$ cat config.mk
export PLATFORM = sky130hd
export DESIGN_NAME = axil_mem_master
export DESIGN_NICKNAME = d
export VERILOG_FILES = /design/src/rtl/axil_mem_master.sv
export SDC_FILE = /design/constraint.sdc
export NUM_CORES = 1
export LEC_CHECK = 0
export ABC_AREA = 1
export ABC_CLOCK_PERIOD_IN_PS = 3500
export CORE_MARGIN = 2
export CORE_UTILIZATION = 47
export CTS_BUF_LIST = sky130_fd_sc_hd__clkbuf_4
export CTS_CLUSTER_DIAMETER = 120
export CTS_CLUSTER_SIZE = 10
export DETAILED_ROUTE_END_ITERATION = 8
export HOLD_SLACK_MARGIN = 0.1
export MAX_ROUTING_LAYER = met4
export PLACE_DENSITY = 0.89
export SYNTH_ARGS = -nofsm -noshare
export SYNTH_HDL_FRONTEND = slang
export SYNTH_SLANG_ARGS = --single-unit
$ cat constraint.sdc
create_clock -name clk -period 3.5 [get_ports clk]
set_clock_uncertainty 0.2 [all_clocks]
set_input_delay 0.875 -clock clk [delete_from_list [all_inputs] [get_ports clk]]
set_output_delay 0.875 -clock clk [all_outputs]
set_load 0.02 [all_outputs]
$ cat src/rtl/axil_mem_master.sv
// Two-channel (fetch + load/store) AXI4-Lite master with round-robin arbitration,
// lane extraction/extension, misalignment detection and response-phase timeout.
module axil_mem_master #(
    parameter int unsigned ADDR_W  = 32,
    parameter int unsigned DATA_W  = 32,
    parameter int unsigned TIMEOUT = 255
) (
    input  logic                  clk,
    input  logic                  rstn,
    // fetch channel
    input  logic                  f_valid,
    input  logic [ADDR_W-1:0]     f_addr,
    output logic                  f_ready,
    // data channel
    input  logic                  d_valid,
    input  logic                  d_we,
    input  logic [ADDR_W-1:0]     d_addr,
    input  logic [1:0]            d_size,
    input  logic                  d_sign,
    input  logic [DATA_W-1:0]     d_wdata,
    output logic                  d_ready,
    // response
    output logic                  resp_valid,
    output logic                  resp_ch,
    output logic [DATA_W-1:0]     resp_rdata,
    output logic [1:0]            resp_err,
    // AXI4-Lite write address
    output logic [ADDR_W-1:0]     awaddr,
    output logic                  awvalid,
    input  logic                  awready,
    output logic [2:0]            awprot,
    // AXI4-Lite write data
    output logic [DATA_W-1:0]     wdata,
    output logic [DATA_W/8-1:0]   wstrb,
    output logic                  wvalid,
    input  logic                  wready,
    // AXI4-Lite write response
    input  logic [1:0]            bresp,
    input  logic                  bvalid,
    output logic                  bready,
    // AXI4-Lite read address
    output logic [ADDR_W-1:0]     araddr,
    output logic                  arvalid,
    input  logic                  arready,
    output logic [2:0]            arprot,
    // AXI4-Lite read data
    input  logic [DATA_W-1:0]     rdata,
    input  logic [1:0]            rresp,
    input  logic                  rvalid,
    output logic                  rready
);

    localparam int unsigned StrbW = DATA_W / 8;
    localparam int unsigned OffW  = $clog2(StrbW);
    localparam int unsigned CntW  = (TIMEOUT > 0) ? $clog2(TIMEOUT + 1) : 1;

    typedef enum logic [2:0] {StIdle, StAr, StR, StAwW, StB, StErr, StResp} state_e;

    state_e              state_q, state_d;
    logic [ADDR_W-1:0]   addr_q, addr_d;
    logic [1:0]          size_q, size_d;
    logic                sign_q, sign_d;
    logic [DATA_W-1:0]   wdata_q, wdata_d;
    logic                ch_q, ch_d;
    logic                pref_d_q, pref_d_d;
    logic                aw_done_q, aw_done_d;
    logic                w_done_q, w_done_d;
    logic [CntW-1:0]     cnt_q, cnt_d;
    logic [DATA_W-1:0]   rdata_q, rdata_d;
    logic [1:0]          err_q, err_d;

    logic                gnt_f, gnt_d, f_mis, d_mis, timeout_hit;
    logic [OffW-1:0]     off;
    logic [DATA_W-1:0]   rd_lane, rd_mask, rd_ext;
    logic                rd_msb;
    logic [StrbW-1:0]    strb_mask;

    assign off = addr_q[OffW-1:0];

    // Tie goes to whichever channel was not granted last; reset prefers fetch.
    assign gnt_f = rstn && (state_q == StIdle) && f_valid && (!d_valid || !pref_d_q);
    assign gnt_d = rstn && (state_q == StIdle) && d_valid && (!f_valid || pref_d_q);

    assign f_mis = |f_addr[1:0];
    always_comb begin
        d_mis = 1'b0;
        case (d_size)
            2'b00:   d_mis = 1'b0;
            2'b01:   d_mis = d_addr[0];
            2'b10:   d_mis = |d_addr[1:0];
            default: d_mis = (DATA_W == 32) || (|d_addr[2:0]);
        endcase
    end

    assign timeout_hit = (TIMEOUT != 0) && (cnt_q == CntW'(TIMEOUT));

    // Load lane extraction with sign/zero extension to the full bus width.
    always_comb begin
        rd_lane = rdata >> {off, 3'b000};
        rd_mask = '1;
        rd_msb  = 1'b0;
        case (size_q)
            2'b00: begin rd_mask = DATA_W'(8'hFF);         rd_msb = rd_lane[7];  end
            2'b01: begin rd_mask = DATA_W'(16'hFFFF);      rd_msb = rd_lane[15]; end
            2'b10: begin rd_mask = DATA_W'(32'hFFFF_FFFF); rd_msb = rd_lane[31]; end
            default: begin rd_mask = '1;                   rd_msb = 1'b0;        end
        endcase
        rd_ext = (rd_lane & rd_mask) | ((sign_q && rd_msb) ? ~rd_mask : '0);
    end

    always_comb begin
        strb_mask = '0;
        wdata     = wdata_q;
        case (size_q)
            2'b00: begin strb_mask = StrbW'(1);  wdata = {StrbW{wdata_q[7:0]}};         end
            2'b01: begin strb_mask = StrbW'(3);  wdata = {(StrbW / 2){wdata_q[15:0]}};  end
            2'b10: begin strb_mask = StrbW'(15); wdata = {(DATA_W / 32){wdata_q[31:0]}}; end
            default: begin strb_mask = '1;       wdata = wdata_q;                       end
        endcase
    end

    assign wstrb   = strb_mask << off;
    assign araddr  = {addr_q[ADDR_W-1:OffW], OffW'(0)};
    assign awaddr  = {addr_q[ADDR_W-1:OffW], OffW'(0)};
    assign arprot  = ch_q ? 3'b000 : 3'b100;
    assign awprot  = 3'b000;
    assign arvalid = (state_q == StAr);
    assign rready  = (state_q == StR) && !timeout_hit;
    assign awvalid = (state_q == StAwW) && !aw_done_q;
    assign wvalid  = (state_q == StAwW) && !w_done_q;
    assign bready  = (state_q == StB) && !timeout_hit;
    assign f_ready = gnt_f;
    assign d_ready = gnt_d;

    assign resp_valid = (state_q == StResp);
    assign resp_ch    = resp_valid && ch_q;
    assign resp_rdata = resp_valid ? rdata_q : '0;
    assign resp_err   = resp_valid ? err_q : 2'b00;

    always_comb begin
        state_d   = state_q;
        addr_d    = addr_q;
        size_d    = size_q;
        sign_d    = sign_q;
        wdata_d   = wdata_q;
        ch_d      = ch_q;
        pref_d_d  = pref_d_q;
        aw_done_d = aw_done_q;
        w_done_d  = w_done_q;
        cnt_d     = '0;
        rdata_d   = rdata_q;
        err_d     = err_q;
        case (state_q)
            StIdle: begin
                aw_done_d = 1'b0;
                w_done_d  = 1'b0;
                if (gnt_f) begin
                    addr_d   = f_addr;
                    size_d   = 2'b10;
                    sign_d   = 1'b0;
                    ch_d     = 1'b0;
                    pref_d_d = 1'b1;
                    state_d  = f_mis ? StErr : StAr;
                end else if (gnt_d) begin
                    addr_d   = d_addr;
                    size_d   = d_size;
                    sign_d   = d_sign;
                    wdata_d  = d_wdata;
                    ch_d     = 1'b1;
                    pref_d_d = 1'b0;
                    state_d  = d_mis ? StErr : (d_we ? StAwW : StAr);
                end
            end
            StAr: begin
                if (arready) state_d = StR;
            end
            StR: begin
                if (timeout_hit) begin
                    err_d   = 2'b11;
                    rdata_d = '0;
                    state_d = StResp;
                end else if (rvalid) begin
                    err_d   = (rresp != 2'b00) ? 2'b01 : 2'b00;
                    rdata_d = (rresp != 2'b00) ? '0 : rd_ext;
                    state_d = StResp;
                end else begin
                    cnt_d = (TIMEOUT == 0) ? '0 : cnt_q + 1'b1;
                end
            end
            StAwW: begin
                aw_done_d = aw_done_q | awready;
                w_done_d  = w_done_q | wready;
                if (aw_done_d && w_done_d) state_d = StB;
            end
            StB: begin
                if (timeout_hit) begin
                    err_d   = 2'b11;
                    rdata_d = '0;
                    state_d = StResp;
                end else if (bvalid) begin
                    err_d   = (bresp != 2'b00) ? 2'b01 : 2'b00;
                    rdata_d = '0;
                    state_d = StResp;
                end else begin
                    cnt_d = (TIMEOUT == 0) ? '0 : cnt_q + 1'b1;
                end
            end
            StErr: begin
                err_d   = 2'b10;
                rdata_d = '0;
                state_d = StResp;
            end
            StResp: state_d = StIdle;
            default: state_d = StIdle;
        endcase
    end

    always_ff @(posedge clk) begin
        if (!rstn) begin
            state_q   <= StIdle;
            addr_q    <= '0;
            size_q    <= 2'b00;
            sign_q    <= 1'b0;
            wdata_q   <= '0;
            ch_q      <= 1'b0;
            pref_d_q  <= 1'b0;
            aw_done_q <= 1'b0;
            w_done_q  <= 1'b0;
            cnt_q     <= '0;
            rdata_q   <= '0;
            err_q     <= 2'b00;
        end else begin
            state_q   <= state_d;
            addr_q    <= addr_d;
            size_q    <= size_d;
            sign_q    <= sign_d;
            wdata_q   <= wdata_d;
            ch_q      <= ch_d;
            pref_d_q  <= pref_d_d;
            aw_done_q <= aw_done_d;
            w_done_q  <= w_done_d;
            cnt_q     <= cnt_d;
            rdata_q   <= rdata_d;
            err_q     <= err_d;
        end
    end

endmodule

Yosys cells after proc, flatten, opt, wreduce, memory -nomap -nowiden
Index checks and enable logic that the tools add are counted.
Storage, ports and cells
  register bits: 116
  input port bits: 145
  output and inout bits: 149
  logic and storage cells: 122
Operators by class
  $add $sub $neg: 1
  equality and inequality tests: 16
  shift-type cells: 2
  muxes and demuxes: 51
  bitwise gates (word level): 6
  reductions and logical operators: 34
Operator list (number)
  32-bit two-way mux: 9
  32-bit one-hot mux with 2 select lines: 2
  32-bit one-hot mux with 3 select lines: 1
  3-bit two-way mux: 11
  32-bit AND: 1
  8-bit two-way mux: 4
  32-bit inverter: 1
  32-bit bitwise OR: 1
  32-bit by 5-bit >> shifter with 32-bit output: 1
  3-bit one-hot mux with 6 select lines: 1
  2-bit two-way mux: 8
  8-bit one-hot mux with 2 select lines: 1
  1-bit logical AND: 12
  3-bit == test (second input constant): 3
  3-bit inequality test (second input constant): 3
  8-bit by 1-bit adder with 8-bit output (second input constant): 1
  8-bit == test (second input constant): 1
  1-bit two-way mux: 8
  4-bit one-hot mux with 2 select lines: 1
  2-bit nonzero test: 4
  3-bit by 2-bit == test with 1-bit output (second input constant): 2
  1-bit zero test: 6
  1-bit one-hot mux with 3 select lines: 2
  2-bit one-hot mux with 3 select lines: 1
  16 further kinds: 25

Logic depth before layout (Yosys ltp)
Gate-level depths: netlist of run 1.
  depth in word-level cells: 9
  depth in mapped cells: 11
  mapped depth without buffers: 10

Worst setup path after synthesis of run 1
No wires, ideal clock.
  path type: input port to output port
  from: input port f_valid
  to: output port f_ready
  arrival: 1625 ps
  required time: 2425 ps
  path slack: 800 ps
  cell stages on the path: 4
  buffers on the path: 1
  path through: a21boi_0 > nand2_4 > inv_6 > buf_4
On the way
  cells in the longest elaborated chain, start to end: 2
RTL lines
  from (decl): RTL line 11  | input logic f_valid,
  1-bit logical AND (2 in series): RTL line 81  | assign gnt_f = rstn && (state_q == StIdle) && f_valid && (!d_valid || !pref_d_q);
  to (decl): RTL line 13  | output logic f_ready,
No other way between the ends.

Worst setup path after layout of run 1
  from: register state_q[2]
  to: output port resp_rdata[21]
On the way
  cells in the longest elaborated chain, start to end: 2
RTL lines
  from (decl): RTL line 59  | state_e state_q, state_d;
  from (signal assigned): RTL line 220  | state_q <= StIdle;
  from (signal assigned): RTL line 233  | state_q <= state_d;
  3-bit == test: RTL line 135  | assign resp_valid = (state_q == StResp);
  32-bit two-way mux: RTL line 137  | assign resp_rdata = resp_valid ? rdata_q : '0;
  to (decl): RTL line 25  | output logic [DATA_W-1:0] resp_rdata,
No other way between the ends.

==> metrics, run 1 <==
kind of path behind the tightest hold check register to register; number of buffers created by CTS 17; Synth warnings 0; number of endpoints failing setup at the final stage 0; commonest non-fill, non-tap cell in the layout clkdlybuf4s50_1; Filler cells about 1200; MaxCap Viol Count 0; Most used DFF post-synth dfxtp_1; starting DRC count in detailed routing between 700 and 800; Area Growth Syn to Fin 40.7%; Max VDD drop 302 uV; TritonCTS sink count 116; sequence of cells on the critical path inv_2 > nor2_2 > inv_4 > nor2_1 > clkdlybuf4s50_1; count of flip-flops with a built-in enable after synthesis 0; final net count approximately 1300; number of max-slew violations in the final report 0; via count of the first global-routing pass 6697; global-route wire length before repair between 30 and 40 mm; width of the die approximately 120 um; Synth Instances a little under 1000; standard cell area after detailed placement 8870 um^2; cell type of the slowest stage on the worst timing path clkdlybuf4s50_1; Slew @ Worst Pin just under 700 ps; Final Routed Wirelength about 21 mm; worst hold margin roughly 240 ps; top library cells by usage in the layout, fill and taps aside clkdlybuf4s50_1 (281), nand2_1 (215), dfxtp_1 (115); Worst Reg-to-Reg Cells 11; router iterations before antenna repair 6; flops & latches, synth 116; starting density of the core 0.476; Worst Setup End Kind output port; worst hold stages 1; Worst R2R Start state_q[0]; clock-pin slew on the worst setup and hold paths ~100 ps; Worst Setup Path Type register to output port; power density relative to cell area roughly 560 nW/um^2; number of top-level pins slightly below 300; netlist area before placement 6530 um^2; count of different cell masters after synthesis 40; CTS tree done; pin count of the biggest net entering global routing 63; clock latency of the later-clocked register in the worst-skew pair 490 ps; maximum operating frequency 298 MHz; per-cell via count in the routed design ~5.2; maximum single-stage delay on the critical path 630 ps; Overflow after GRT 0; layout cell share with drive strength beyond 1 0.0637; placer congestion estimate between 0.9 and 1; number of nets still failing antenna checks after routing 0; Critical Path RT approximately 2400 ps; hold path startpoint cnt_q[0]; total power of the final layout a little over 5 mW; Pleak approximately 3.5 nW; overall routing resource usage 0.280; number of antenna violations at the first check in global routing 0; Core Area 13700 um^2; final period demand of the worst path ~3400 ps; final cycle utilization of the critical path 0.959; floorplan die area about 15000 um^2; Antenna Diode Count 0; end of the worst hold path cnt_q[0]; input/output buffers between 200 and 300; buffers from clock root to sink, at most 2; Worst Path Arrival roughly 2300 ps; mean cell area of the mapped netlist ~6.7 um^2; worst setup slack for register-to-register paths approximately 1200 ps; sequential area share after synthesis 0.356; total via count after detailed routing between 7000 and 8000; Crit Path Max Fanout 35; endpoint of the most critical register-to-register path addr_q[13]; Root Driver clkbuf_4; final instance area around 9000 um^2; drt drc 0; cell row count between 40 and 50; Max-slew headroom 0.546; number of H-tree levels 4; launching element type of the critical path register; DPL Wire Length between 10 and 15 mm; count of endpoints failing hold in the final timing report 0; Die Height between 100 and 150 um; post-DR wirelength/cell 15.2 um; status finished clean; Post-synth ARST share 0
## metrics by stage
step | setup TNS (ps) | util | instances | setup WS (ps)
floorplan | 0 | - | 980 | 800
global placement | 0 | 0.646 | 1326 | 13.9
detailed placement | -23.7 | 0.646 | 1326 | -23.7
CTS | 0 | 0.668 | 1358 | 12.5
global route | -8.97 | 0.669 | 1358 | -8.97
finish | 0 | 0.669 | 1358 | 143
## metal layers
layer	vias up	routed length [um]	part of all wire	GRT usage
li1	3422	-	-	-
met1	3235	7840	0.38	0.315
met2	379	10600	0.51	0.493
met3	40	1720	0.083	0.0562
met4	0	541	0.026	0.0991
met5	-	0	0	-
## cells in the mapped netlist, types with 3 or more instances
master      n  area, um^2
nand2_1   215         807
a31oi_1    22         138
dfxtp_1   116        2320
clkbuf_1   29         109
o221ai_1    8        70.1
buf_2      10        50.1
inv_1     105         394
nor2_1     77         289
buf_4      88         661
nand2_2     7        43.8
nor3_1      5        25.0
inv_2       7        26.3
o31ai_1    11        82.6
nand3_1    70         350
nand2_4     4        45.0
a21oi_1    84         420
o21ai_0    70         350
nor2_2      3        18.8
o21ai_1    12        60.1
nor2_8      3        60.1
buf_6       3        33.8
## flip-flops by register name, indices dropped and copies added (netlist names)
register / cells
size_q: 2
rdata_q: 32
sign_q: 1
state_q: 3
aw_done_q: 1
w_done_q: 1
cnt_q: 8
err_q: 2
pref_d_q: 1
addr_q: 32
ch_q: 1
wdata_q: 32
## final cells by class
cell class,count,area [um^2],share of cell area
Sequential cell,116,2320,0.253
Tap cell,180,225,0.0245
Clock inverter,14,163,0.0177
Clock buffer,18,135,0.0147
Timing Repair Buffer,298,2950,0.322
Multi-Input combinational cell,617,2930,0.320
Inverter,115,448,0.0488
## worst max-delay path: cells and delay by family (launching register included)
| kind | cells | cell delay (ps) |
|---|---|---|
| AND/OR/NAND/NOR | 2 | 390 |
| flip-flops | 1 | 460 |
| buffers and inverters | 3 | 940 |
## cell families (layout without fill, tap and decap cells)
group,Yosys count,after routing,share of synthesized area
buffers and inverters,247,445,0.200
XOR/XNOR,2,2,0.00269
other,1,9,0.000575
AND/OR/NAND/NOR,391,391,0.259
flip-flops,116,116,0.356
AO/OA/AOI/OAI,214,214,0.180
adder cells (fa/ha/maj),1,1,0.00192
## worst max path at each step
stage | cells after the start | slack (ps) | startpoint | to
2_1_floorplan | 4 | 800 | f_valid | f_ready
3_3_place_gp | 6 | 10 | d_valid | d_ready
3_5_place_dp | 6 | -20 | f_valid | f_ready
4_1_cts | 7 | 10 | state_q[1] | resp_rdata[21]
5_1_grt | 5 | -9 | state_q[2] | resp_rdata[12]
6_report | 5 | 140 | state_q[2] | resp_rdata[21]
## power by group
part | leakage (nW) | switching (mW) | total [mW] | internal [mW]
registers | 0.944 | 0.158 | 1.68 | 1.52
logic | 2.40 | 1.48 | 2.43 | 0.942
clock network | 0.145 | 0.521 | 1.02 | 0.497
## repair_timing
| action | in CTS | in global routing |
|---|---|---|
| resized for setup | 2 | 5 |
| setup buffers | 0 | 0 |
| endpoints found under the setup margin | 16 | 40 |
| endpoints found under the hold margin | 0 | 0 |
| hold buffers | 0 | 0 |
No activity file was read; power rests on OpenSTA's default activity.
==> inputs of run 2 (changes only) <==
--- a/config.mk
+++ b/config.mk
@@ -8,14 +8,13 @@
 export ABC_AREA = 1
 export ABC_CLOCK_PERIOD_IN_PS = 3500
 export CORE_MARGIN = 2
-export CORE_UTILIZATION = 47
+export CORE_UTILIZATION = 35
 export CTS_BUF_LIST = sky130_fd_sc_hd__clkbuf_4
-export CTS_CLUSTER_DIAMETER = 120
 export CTS_CLUSTER_SIZE = 10
 export DETAILED_ROUTE_END_ITERATION = 8
 export HOLD_SLACK_MARGIN = 0.1
 export MAX_ROUTING_LAYER = met4
-export PLACE_DENSITY = 0.89
+export PLACE_DENSITY = 0.69
 export SYNTH_ARGS = -nofsm -noshare
 export SYNTH_HDL_FRONTEND = slang
 export SYNTH_SLANG_ARGS = --single-unit
==> run 2 against run 1 <==
Sequential share of layout area decreased by 0.20 points. Combinational power about the same. Flip-flop and latch count did not move. Largest power group unchanged. Via count decreased by 4.1%. Count of clock-buffer cells in the layout grew 1. Power hardly changed. Setup slack barely moved. Cell count grew 3.5%. Critical path depth grew 2. Core utilization down 16 points. Sequential power barely moved.
==> metrics, run 2 (same netlist as run 1, synthesis figures left out) <==
status finished clean; MaxCap Viol Count 0; count of endpoints failing hold in the final timing report 0; Worst Path Arrival 2280 ps; pin count of the biggest net entering global routing 63; placer congestion estimate slightly below 0.9; top library cells by usage in the layout, fill and taps aside clkdlybuf4s50_1 (249), nand2_1 (215), dfxtp_1 (115); number of H-tree levels 4; maximum operating frequency 298 MHz; post-placement cell count 1375; clock-pin slew on the worst setup and hold paths 100 ps; buffers from clock root to sink, at most 2; Final Routed Wirelength roughly 21 mm; drt drc 0; setup repair after global routing missed its margin no; Root Driver clkbuf_4; commonest non-fill, non-tap cell in the layout clkdlybuf4s50_1; overall routing resource usage 0.218; Max VDD drop 287 uV; width of the die about 140 um; power density relative to cell area ~550 nW/um^2; floorplan die area ~20000 um^2; Pleak between 3 and 4 nW; CTS tree done; final net count about 1300; number of max-slew violations in the final report 0; Internal 2.97 mW; number of top-level pins roughly 290; number of endpoints failing setup at the final stage 0; number of cells in the finished layout apart from fillers roughly 1400; starting DRC count in detailed routing approximately 350; post-DR wirelength/cell roughly 15 um; Core Area ~18000 um^2; Worst Setup Path Type register to output port; switch share 0.420; Die Height between 100 and 150 um; cell row count slightly below 50; DPL Wire Length between 15 and 20 mm; Critical Path RT approximately 2400 ps; post-CTS setup buffer count 0; Crit Path Max Fanout 35; Max-slew headroom 0.510; Area Growth Syn to Fin 41.8%; number of nets still failing antenna checks after routing 0; switching power of the nets 2.15 mW; clock network power share 0.198; input/output buffers 284; launching element type of the critical path register; number of antenna violations at the first check in global routing 1; Worst Setup End Kind output port; via count of the first global-routing pass 6373; clock latency of the later-clocked register in the worst-skew pair around 520 ps; per-cell via count in the routed design slightly below 5; final period demand of the worst path 3360 ps; global-route wire length before repair 33.1 mm; kind of path behind the tightest hold check register to register; Finished Core Util 0.510; Overflow after GRT 0; share of total power in sequential cells 0.328; router iterations before antenna repair 4; number of buffers created by CTS 17; final cycle utilization of the critical path 0.959; total power of the final layout ~5 mW; total via count after detailed routing just under 7000; TritonCTS sink count 116; starting density of the core 0.360; registers with the highest flip-flop counts addr_q (32), rdata_q (32), wdata_q (32); combinational fraction of design power 0.474; layout cell share with drive strength beyond 1 0.0629; Slew @ Worst Pin 735 ps
[run 2: power groups by stage]
stage / Combinational (mW) / Sequential (mW) / Clock, mW
finish: 2.43 / 1.68 / 1.01
global route: 2.64 / 1.71 / 1.11
CTS: 2.45 / 1.68 / 1.05
detailed placement: 2.44 / 1.70 / 0
global placement: 2.41 / 1.70 / 0
floorplan: 1.73 / 1.65 / 0
[run 2: per-stage QoR]
step / hold WS (ps) / setup TNS [ps] / cell area, um^2 / setup WS, ps
floorplan: 213 / 0 / 6560 / 800
global placement: 227 / -8.82 / 8930 / -8.82
detailed placement: 240 / 0 / 8930 / 6.45
CTS: 254 / 0 / 9200 / 4.74
global route: 286 / 0 / 9250 / 0.879
finish: 252 / 0 / 9250 / 143
[run 2: worst max-delay path, stage by stage (launching register included)]
cell and delay [ps]:
dfxtp_2 400, inv_2 80, nor2_4 110, inv_1 60, nor2_1 120, bufinv_8 260
nor2_1 100, clkdlybuf4s50_1 600
[run 2: path summary, 6_finish.rpt]
| check | from | end | slack [ps] | depth (start not counted) |
|---|---|---|---|---|
| worst max-delay path | state_q[1] | resp_rdata[3] | 140 | 7 |
| worst min-delay path | cnt_q[0] | cnt_q[0] | 250 | 1 |
| worst max register to register | state_q[0] | addr_q[2] | 1190 | 11 |
| worst min register to register | cnt_q[0] | cnt_q[0] | 250 | 1 |
[run 2: timing repair]
| item | 4_1_cts | 5_1_grt |
|---|---|---|
| hold buffers | 0 | 0 |
| setup endpoints to repair | 35 | 27 |
| pin swaps | 0 | 0 |
| resized for setup | 20 | 19 |
[run 2: area by class of cell]
type / instances / area (um^2)
fill: 1856 / 8900
inverter: 115 / 459
sequential: 116 / 2320
multi-input combinational: 617 / 2930
timing repair buffer: 298 / 2970
clock buffer: 19 / 143
tap: 229 / 287
clock inverter: 11 / 138
antenna: 1 / 2.50
[run 2: routing by layer]
metal / track usage / share of wire / wire [um] / vias up
li1: - / - / - / 3427
met1: 0.256 / 0.42 / 8890 / 3059
met2: 0.361 / 0.48 / 10300 / 262
met3: 0.0509 / 0.074 / 1590 / 38
met4: 0.0916 / 0.028 / 599 / 0
met5: - / 0 / 0 / -
==> inputs of run 3 (changes only) <==
--- a/config.mk
+++ b/config.mk
@@ -18,3 +18,4 @@
 export SYNTH_ARGS = -nofsm -noshare
 export SYNTH_HDL_FRONTEND = slang
 export SYNTH_SLANG_ARGS = --single-unit
+export TNS_END_PERCENT = 5
==> results of run 3 <==
Final layout, timing and power as in run 2 (identical DEF).
